**config.mk**
```make
export PLATFORM = sky130hd
export DESIGN_NAME = writeback_flat
export DESIGN_NICKNAME = d
export VERILOG_FILES = /design/src/rtl/jpeb_pkg.sv /design/src/rtl/writeback_if.sv /design/src/rtl/wb_regfile.sv /design/src/rtl/writeback.sv /design/src/flat_wrapper.sv
export SDC_FILE = /design/constraint.sdc
export NUM_CORES = 1
export LEC_CHECK = 0
export CAP_MARGIN = 25
export CORE_AREA = 3 3 127 142
export CTS_BUF_LIST = sky130_fd_sc_hd__clkbuf_16
export DETAILED_ROUTE_END_ITERATION = 16
export DIE_AREA = 0 0 130 145
export HOLD_SLACK_MARGIN = 0.15
export PLACE_DENSITY = 0.79
export SETUP_SLACK_MARGIN = 0.15
export SYNTH_ARGS = -nofsm -noshare
export SYNTH_HDL_FRONTEND = slang
export SYNTH_HIERARCHICAL = 1
export SYNTH_SLANG_ARGS = --single-unit
```
**constraint.sdc**
```tcl
create_clock -name clk -period 5.2 [get_ports clk]
set_input_delay 1.56 -clock clk [delete_from_list [all_inputs] [get_ports clk]]
set_output_delay 1.56 -clock clk [all_outputs]
set_load 0.02 [all_outputs]
```
**src/rtl/jpeb_pkg.sv**
```systemverilog
// Shared definitions for the JPEB pipeline slice: opcode encodings,
// register-index width and the opcode-class helper used by writeback.
package jpeb_pkg;

  localparam int unsigned REG_IDX_W = 3;
  localparam int unsigned OP_W      = 3;

  localparam logic [OP_W-1:0] OP_ADD  = 3'b000;
  localparam logic [OP_W-1:0] OP_ADDI = 3'b001;
  localparam logic [OP_W-1:0] OP_NAND = 3'b010;
  localparam logic [OP_W-1:0] OP_LUI  = 3'b011;
  localparam logic [OP_W-1:0] OP_SW   = 3'b100;
  localparam logic [OP_W-1:0] OP_LW   = 3'b101;
  localparam logic [OP_W-1:0] OP_BEQ  = 3'b110;
  localparam logic [OP_W-1:0] OP_JALR = 3'b111;

  // True for opcodes that produce a register result (everything but SW/BEQ).
  function automatic logic writes_reg(input logic [OP_W-1:0] op);
    return !((op == OP_SW) || (op == OP_BEQ));
  endfunction

endpackage

```
**src/rtl/writeback_if.sv**
```systemverilog
// Memory-stage -> writeback slot bundle.
//   bubble : slot carries no instruction
//   opcode : opcode of the instruction in the slot
//   tgt    : destination register index
//   result : value to commit
//   halt   : instruction in the slot is a halt
// master = memory stage (drives), slave = writeback (consumes).
interface writeback_if #(
  parameter int unsigned DATA_W = 16
);
  import jpeb_pkg::*;

  logic                 bubble;
  logic [OP_W-1:0]      opcode;
  logic [REG_IDX_W-1:0] tgt;
  logic [DATA_W-1:0]    result;
  logic                 halt;

  modport master (output bubble, opcode, tgt, result, halt);
  modport slave  (input  bubble, opcode, tgt, result, halt);

endinterface

```
**src/rtl/wb_regfile.sv**
```systemverilog
// Register file: NREGS x DATA_W, one write port, two combinational read
// ports. r0 is hardwired to zero and never written. A read of the register
// being written this cycle returns the incoming write data.
//   clk, rst_n : clock, async active-low reset (clears all entries)
//   we, wa, wd : write enable / address / data (commits at rising edge)
//   ra0, ra1   : read addresses
//   rd0, rd1   : read data
module wb_regfile
  import jpeb_pkg::*;
#(
  parameter int unsigned DATA_W = 16,
  parameter int unsigned NREGS  = 8
) (
  input  logic                 clk,
  input  logic                 rst_n,
  input  logic                 we,
  input  logic [REG_IDX_W-1:0] wa,
  input  logic [DATA_W-1:0]    wd,
  input  logic [REG_IDX_W-1:0] ra0,
  input  logic [REG_IDX_W-1:0] ra1,
  output logic [DATA_W-1:0]    rd0,
  output logic [DATA_W-1:0]    rd1
);

  logic [DATA_W-1:0] regs [NREGS];

  always_ff @(posedge clk or negedge rst_n) begin
    if (!rst_n) begin
      for (int unsigned i = 0; i < NREGS; i++) begin
        regs[i] <= '0;
      end
    end else if (we && (wa != '0)) begin
      regs[wa] <= wd;
    end
  end

  always_comb begin
    rd0 = '0;
    if (ra0 != '0) begin
      rd0 = (we && (wa == ra0)) ? wd : regs[ra0];
    end
  end

  always_comb begin
    rd1 = '0;
    if (ra1 != '0) begin
      rd1 = (we && (wa == ra1)) ? wd : regs[ra1];
    end
  end

endmodule

```
**src/rtl/writeback.sv**
```systemverilog
// Final pipeline stage. Commits memory-stage results to the register file,
// serves two decode read ports, and drives a one-cycle forwarding record,
// a sticky halted flag and a saturating retired-instruction counter.
//   clk, rst_n          : clock, async active-low reset
//   mem                 : incoming slot (writeback_if.slave)
//   ra0, ra1 / rd0, rd1 : decode read ports (combinational, with bypass)
//   fwd_valid/tgt/data  : registered record of last cycle's register write
//   halted              : sticky, set once a halt retires
//   retired             : retired instruction count, saturating
module writeback
  import jpeb_pkg::*;
#(
  parameter int unsigned DATA_W = 16,
  parameter int unsigned NREGS  = 8,
  parameter int unsigned CNT_W  = 32
) (
  input  logic                 clk,
  input  logic                 rst_n,
  writeback_if.slave           mem,
  input  logic [REG_IDX_W-1:0] ra0,
  input  logic [REG_IDX_W-1:0] ra1,
  output logic [DATA_W-1:0]    rd0,
  output logic [DATA_W-1:0]    rd1,
  output logic                 fwd_valid,
  output logic [REG_IDX_W-1:0] fwd_tgt,
  output logic [DATA_W-1:0]    fwd_data,
  output logic                 halted,
  output logic [CNT_W-1:0]     retired
);

  logic valid;
  logic we;

  // Once halted, every later slot is dropped, bubble or not. A halt slot
  // never writes even if its opcode is a writer.
  always_comb begin
    valid = !mem.bubble && !halted;
    we    = valid && !mem.halt && writes_reg(mem.opcode) && (mem.tgt != '0);
  end

  wb_regfile #(
    .DATA_W (DATA_W),
    .NREGS  (NREGS)
  ) u_regfile (
    .clk   (clk),
    .rst_n (rst_n),
    .we    (we),
    .wa    (mem.tgt),
    .wd    (mem.result),
    .ra0   (ra0),
    .ra1   (ra1),
    .rd0   (rd0),
    .rd1   (rd1)
  );

  always_ff @(posedge clk or negedge rst_n) begin
    if (!rst_n) begin
      fwd_valid <= 1'b0;
      fwd_tgt   <= '0;
      fwd_data  <= '0;
      halted    <= 1'b0;
      retired   <= '0;
    end else begin
      fwd_valid <= we;
      fwd_tgt   <= we ? mem.tgt    : '0;
      fwd_data  <= we ? mem.result : '0;
      if (valid && mem.halt) begin
        halted <= 1'b1;
      end
      if (valid && (retired != '1)) begin
        retired <= retired + CNT_W'(1);
      end
    end
  end

endmodule

```
**src/flat_wrapper.sv**
```systemverilog
// flat-port wrapper written by rule: the top's interface ports become plain ports
module writeback_flat import jpeb_pkg::*;
#(
  parameter int unsigned DATA_W = 16,
  parameter int unsigned NREGS  = 8,
  parameter int unsigned CNT_W  = 32
)
  (clk, rst_n, ra0, ra1, rd0, rd1, fwd_valid, fwd_tgt, fwd_data, halted, retired, mem_bubble, mem_opcode, mem_tgt, mem_result, mem_halt);
  writeback_if #(.DATA_W(DATA_W)) mem_i ();
  input  logic clk;
  input  logic rst_n;
  input  logic [REG_IDX_W-1:0] ra0;
  input  logic [REG_IDX_W-1:0] ra1;
  output logic [DATA_W-1:0] rd0;
  output logic [DATA_W-1:0] rd1;
  output logic fwd_valid;
  output logic [REG_IDX_W-1:0] fwd_tgt;
  output logic [DATA_W-1:0] fwd_data;
  output logic halted;
  output logic [CNT_W-1:0] retired;
  input wire logic [$bits(mem_i.bubble)-1:0] mem_bubble;
  input wire logic [$bits(mem_i.opcode)-1:0] mem_opcode;
  input wire logic [$bits(mem_i.tgt)-1:0] mem_tgt;
  input wire logic [$bits(mem_i.result)-1:0] mem_result;
  input wire logic [$bits(mem_i.halt)-1:0] mem_halt;
  assign mem_i.bubble = mem_bubble;
  assign mem_i.opcode = mem_opcode;
  assign mem_i.tgt = mem_tgt;
  assign mem_i.result = mem_result;
  assign mem_i.halt = mem_halt;
  writeback #(.DATA_W(DATA_W), .NREGS(NREGS), .CNT_W(CNT_W)) u_core (.clk(clk), .rst_n(rst_n), .mem(mem_i), .ra0(ra0), .ra1(ra1), .rd0(rd0), .rd1(rd1), .fwd_valid(fwd_valid), .fwd_tgt(fwd_tgt), .fwd_data(fwd_data), .halted(halted), .retired(retired));
endmodule
```
==> impl_results.html <==
<table>
<tr><th>Metric</th><th>Value</th></tr>
<tr><th colspan="2">Synthesis</th></tr>
<tr><td>Xor and xnor fraction of the mapped netlist area</td><td>3.39%</td></tr>
<tr><td>Yosys Warn Count</td><td>6</td></tr>
<tr><td>Area fraction in compound gates after synthesis</td><td>5.44%</td></tr>
<tr><td>Number of instances in the synthesized netlist</td><td>741</td></tr>
<tr><td>Mean Syn Cell Area</td><td>12.6 sq um</td></tr>
<tr><td>Main combinational cell family by area after synthesis</td><td>multiplexers</td></tr>
<tr><td>Primary FF master, synth</td><td>dfrtp_1</td></tr>
<tr><td>Adder-cell share of the synthesized area</td><td>0.134%</td></tr>
<tr><td>Cell area after synthesis</td><td>0.00931 sq mm</td></tr>
<tr><td>Mux contribution to synthesized area</td><td>28.6%</td></tr>
<tr><td>Proportion of synthesized chip area in sequential cells</td><td>48.7%</td></tr>
<tr><td>Count of state elements after synthesis</td><td>181</td></tr>
<tr><td>Post-synth EDFFs</td><td>0</td></tr>
<tr><td>Syn_nets</td><td>774</td></tr>
<tr><td>Count of cell types in the netlist</td><td>45</td></tr>
<tr><td>Share of flip-flops with an asynchronous set or reset</td><td>100%</td></tr>
<tr><td>Synth Area in Simple Gates</td><td>10.2%</td></tr>
<tr><th colspan="2">Layout</th></tr>
<tr><td>Share of final-layout standard cells stronger than drive strength 1</td><td>39.0%</td></tr>
<tr><td>Area Growth Syn to Fin</td><td>28.9%</td></tr>
<tr><td>Number of nets at the end of the flow</td><td>923</td></tr>
<tr><td>Filler Cell Count</td><td>1,111</td></tr>
<tr><td>Finished Layout Cells</td><td>1,110</td></tr>
<tr><td>Post-Route Utilization</td><td>71.3%</td></tr>
<tr><td>Number of diodes added for antenna fixing</td><td>0</td></tr>
<tr><th colspan="2">Clocking</th></tr>
<tr><td>Clock root buffer</td><td>clkbuf_16</td></tr>
<tr><td>Maximum level of the CTS H-tree</td><td>4</td></tr>
<tr><td>Clock tree from TritonCTS</td><td>yes</td></tr>
<tr><td>Clock buffer count from CTS</td><td>17</td></tr>
<tr><td>Number of buffers inserted for hold repair after clock tree synthesis</td><td>0</td></tr>
<tr><td>Register clock-pin slew on the reported worst setup and hold paths</td><td>0.06 ns</td></tr>
<tr><td>Number of sinks on the clock net</td><td>181</td></tr>
<tr><td>Clock Path Buffers</td><td>2</td></tr>
<tr><td>Worst-Skew Late Latency</td><td>0.43 ns</td></tr>
<tr><th colspan="2">Power and ir drop</th></tr>
<tr><td>Maximum resistive drop on vdd</td><td>0.000218 V</td></tr>
<tr><td>Power density relative to cell area</td><td>266 mW/mm^2</td></tr>
<tr><td>Leakage power summed over all cells</td><td>0.00559 uW</td></tr>
<tr><th colspan="2">Min path</th></tr>
<tr><td>Number of cells on the worst hold path</td><td>0</td></tr>
<tr><td>Worst hold path type</td><td>reg2reg</td></tr>
<tr><th colspan="2">Critical path</th></tr>
<tr><td>CP Capture Type</td><td>output pin</td></tr>
<tr><td>Arrival time at the worst endpoint</td><td>3.45 ns</td></tr>
<tr><td>Data required, critical path</td><td>3.64 ns</td></tr>
<tr><td>Reg2reg setup slack</td><td>2.38 ns</td></tr>
<tr><td>Kind of launch point of the worst setup path</td><td>input port</td></tr>
<tr><td>FF-to-FF path depth</td><td>8</td></tr>
<tr><td>Largest fanout on the critical path</td><td>8</td></tr>
<tr><td>Type of the setup path with the least slack</td><td>in2out</td></tr>
<tr><th colspan="2">Routing</th></tr>
<tr><td>Total Wirelength</td><td>26.4 mm</td></tr>
<tr><td>Drt first-iter violations</td><td>613</td></tr>
<tr><td>Ratio of routed vias to standard cells</td><td>6.41</td></tr>
<tr><td>Total DRC errors in the routed layout</td><td>0</td></tr>
<tr><td>DR WL/cell</td><td>23.8 microns</td></tr>
<tr><td>Detail Route Antenna Nets</td><td>0</td></tr>
<tr><td>First-pass detailed-route iteration total</td><td>4</td></tr>
<tr><td>Total number of vias</td><td>7,116</td></tr>
<tr><th colspan="2">Floorplanning</th></tr>
<tr><td>Area of the die</td><td>0.0189 sq mm</td></tr>
<tr><td>Height of the chip</td><td>145 microns</td></tr>
<tr><td>Std-Cell Core Area</td><td>0.0168 sq mm</td></tr>
<tr><td>Width of the chip</td><td>130 microns</td></tr>
<tr><td>Count of pins on the block boundary</td><td>117</td></tr>
<tr><td>Starting utilization of the core area</td><td>55.3%</td></tr>
<tr><td>Core Rows</td><td>50</td></tr>
<tr><th colspan="2">Placement</th></tr>
<tr><td>Count of port buffers added during placement</td><td>115</td></tr>
<tr><td>Estimated wirelength of the detail-placed design</td><td>17.2 mm</td></tr>
<tr><td>RD Place Congestion</td><td>0.860</td></tr>
<tr><td>Number of placed cells counting well taps</td><td>1,066</td></tr>
<tr><th colspan="2">STA</th></tr>
<tr><td>Fmax achieved</td><td>0.200 GHz</td></tr>
<tr><td>Slew at the pin closest to its max-slew limit</td><td>0.741 ns</td></tr>
<tr><td>Worst clock skew</td><td>0.00487 ns</td></tr>
<tr><td>Max Slew Vio Count</td><td>0</td></tr>
<tr><td>Number of hold-slack violations in the final timing report</td><td>0</td></tr>
<tr><td>Share of the clock period used by the worst path</td><td>96.3%</td></tr>
<tr><td>Setup-failing EPs final</td><td>0</td></tr>
<tr><td>Shortest clock period the worst path allows after layout</td><td>5.01 ns</td></tr>
<tr><td>RSZ-0062 raised after global routing</td><td>yes</td></tr>
<tr><td>Relative max-transition margin</td><td>50.5%</td></tr>
<tr><th colspan="2">Global routing</th></tr>
<tr><td>Initial antenna violation count</td><td>0</td></tr>
<tr><td>Residual overflow from global routing</td><td>0</td></tr>
<tr><td>Wire length of the first global-routing pass</td><td>41.5 mm</td></tr>
<tr><td>Largest net degree at the start of global routing</td><td>132</td></tr>
<tr><td>Global router's overall resource usage</td><td>28.7%</td></tr>
<tr><td>Vias in the first global route</td><td>7,449</td></tr>
<tr><th colspan="2">Status</th></tr>
<tr><td>Run status</td><td>finished clean</td></tr>
<tr><th colspan="2">Flow run</th></tr>
<tr><td>Max-cap violations</td><td>0</td></tr>
</table>
-- cell families (layout without fill, tap and decap cells) --
family                     Yosys count  in the layout
buffers and inverters               70            231
and+or+nand+nor                    172            172
DFF                                181            181
muxes                              209            209
AOI/OAI and AO/OA                   72             72
adders and majority gates            1              1
xor gates and xnor gates            36             36
-- critical path, stage by stage --
cell and delay (ns):
dlygate4sd2_1 0.23, inv_1 0.07, o21ai_2 0.06, nor2_2 0.12, o31a_1 0.25, buf_4 0.14, nor4b_4 0.20, buf_6 0.18
buf_12 0.15, a211oi_2 0.06, buf_4 0.16, nor3_4 0.12, buf_6 0.14
-- area by class of cell --
cell class / count / area, sq um / area share, %
Clock buffer: 17 / 425 / 3.54
Clock inverter: 14 / 185 / 1.54
Inverter: 5 / 18.8 / 0.156
Multi-Input combinational cell: 490 / 4740 / 39.5
Sequential cell: 181 / 4530 / 37.7
Tap cell: 208 / 260 / 2.17
Timing Repair Buffer: 195 / 1850 / 15.4
-- layer usage --
layer / part of all wire [%] / vias to the layer above / wire [microns] / track usage [%]
li1: - / 3045 / - / -
met1: 40 / 3648 / 10600 / 38.6
met2: 49 / 352 / 13000 / 45.5
met3: 6.9 / 71 / 1820 / 5.85
met4: 3.6 / 0 / 954 / 11.7
met5: 0 / - / 0 / 0
-- registers in the layout, indices dropped and copies added (netlist names) --
register	flops
u_core/halted	1
u_core/fwd_tgt	3
u_core/fwd_data	16
u_core/fwd_valid	1
u_core/retired	32
u_core/u_regfile/regs	128
-- layout by cell type (no fill, tap or decap), types with 3 or more instances in the layout --
cell | Yosys | layout
mux2_2 | 113 | 113
clkdlybuf4s15_2 | 0 | 10
buf_4 | 4 | 67
nand2_1 | 13 | 13
clkinv_1 | 0 | 3
dlygate4sd2_1 | 0 | 7
nor3_2 | 2 | 27
a211oi_1 | 31 | 15
clkdlybuf4s50_1 | 0 | 69
clkinvlp_4 | 0 | 3
dfrtp_1 | 181 | 181
nand4b_1 | 4 | 4
mux4_2 | 34 | 34
mux2i_1 | 62 | 62
xor2_1 | 13 | 13
a211oi_2 | 1 | 16
xnor2_1 | 23 | 22
nor2_1 | 47 | 44
buf_12 | 0 | 9
clkbuf_16 | 0 | 17
buf_2 | 31 | 17
nand4_1 | 15 | 15
inv_1 | 5 | 5
and2_1 | 20 | 20
bufinv_16 | 0 | 4
buf_6 | 2 | 9
nor3_1 | 38 | 12
nand3_1 | 9 | 9
o22ai_1 | 31 | 30
dlymetal6s2s_1 | 0 | 3
-- where the power goes --
part	total, uW	internal (uW)	leakage [uW]	switching (uW)
Sequential	1490	1450	0.00249	38.1
Clock	1350	798	0.000288	549
Combinational	360	169	0.00281	191
-- Yosys cell counts, drive strengths merged, types with 3 or more instances --
cell	instances	area share (%)
clkbuf	28	1.1
dfrtp	181	49
xnor2	23	2.2
buf	37	2.2
inv	5	0.20
mux4	34	8.2
o22ai	31	2.1
nor4bb	3	0.32
a211oi	32	2.6
nor2	47	1.9
nand2	13	0.52
nand4b	4	0.38
nand4	17	1.3
mux2	113	14
nor3	40	2.3
and2	20	1.3
nand3	9	0.48
xor2	13	1.2
mux2i	62	6.7
or4	3	0.28
and4	3	0.30
-- worst paths after layout --
kind | endpoint | from
min in group asynchronous | u_core/u_regfile/regs[96] | rst_n
worst min register to register | u_core/u_regfile/regs[121] | u_core/u_regfile/regs[121]
worst min-delay path | u_core/u_regfile/regs[121] | u_core/u_regfile/regs[121]
worst max register to register | u_core/u_regfile/regs[106] | u_core/halted
max in group asynchronous | u_core/u_regfile/regs[28] | rst_n
worst max-delay path | rd0[13] | mem_opcode[2]
-- per-stage QoR --
stage	area (sq um)	hold WS [ns]	total power (uW)	setup TNS (ns)	setup WS, ns
finish	12000	0.403	3190	0	0.194
global route	12000	0.415	3280	0	0.0991
floorplan	9420	0.445	1680	0	0.192
global placement	11100	0.384	1840	-13.12	-0.490
detailed placement	11100	0.391	1860	-12.73	-0.474
CTS	12000	0.405	3200	0	0.158
-- what timing repair did --
| item | CTS | global route |
|---|---|---|
| setup buffers | 8 | 2 |
| cloned | 3 | 0 |
| setup endpoints to repair | 32 | 30 |
| pin swaps | 12 | 5 |
| resized for setup | 172 | 14 |
Power figures use the tool's default switching activity.
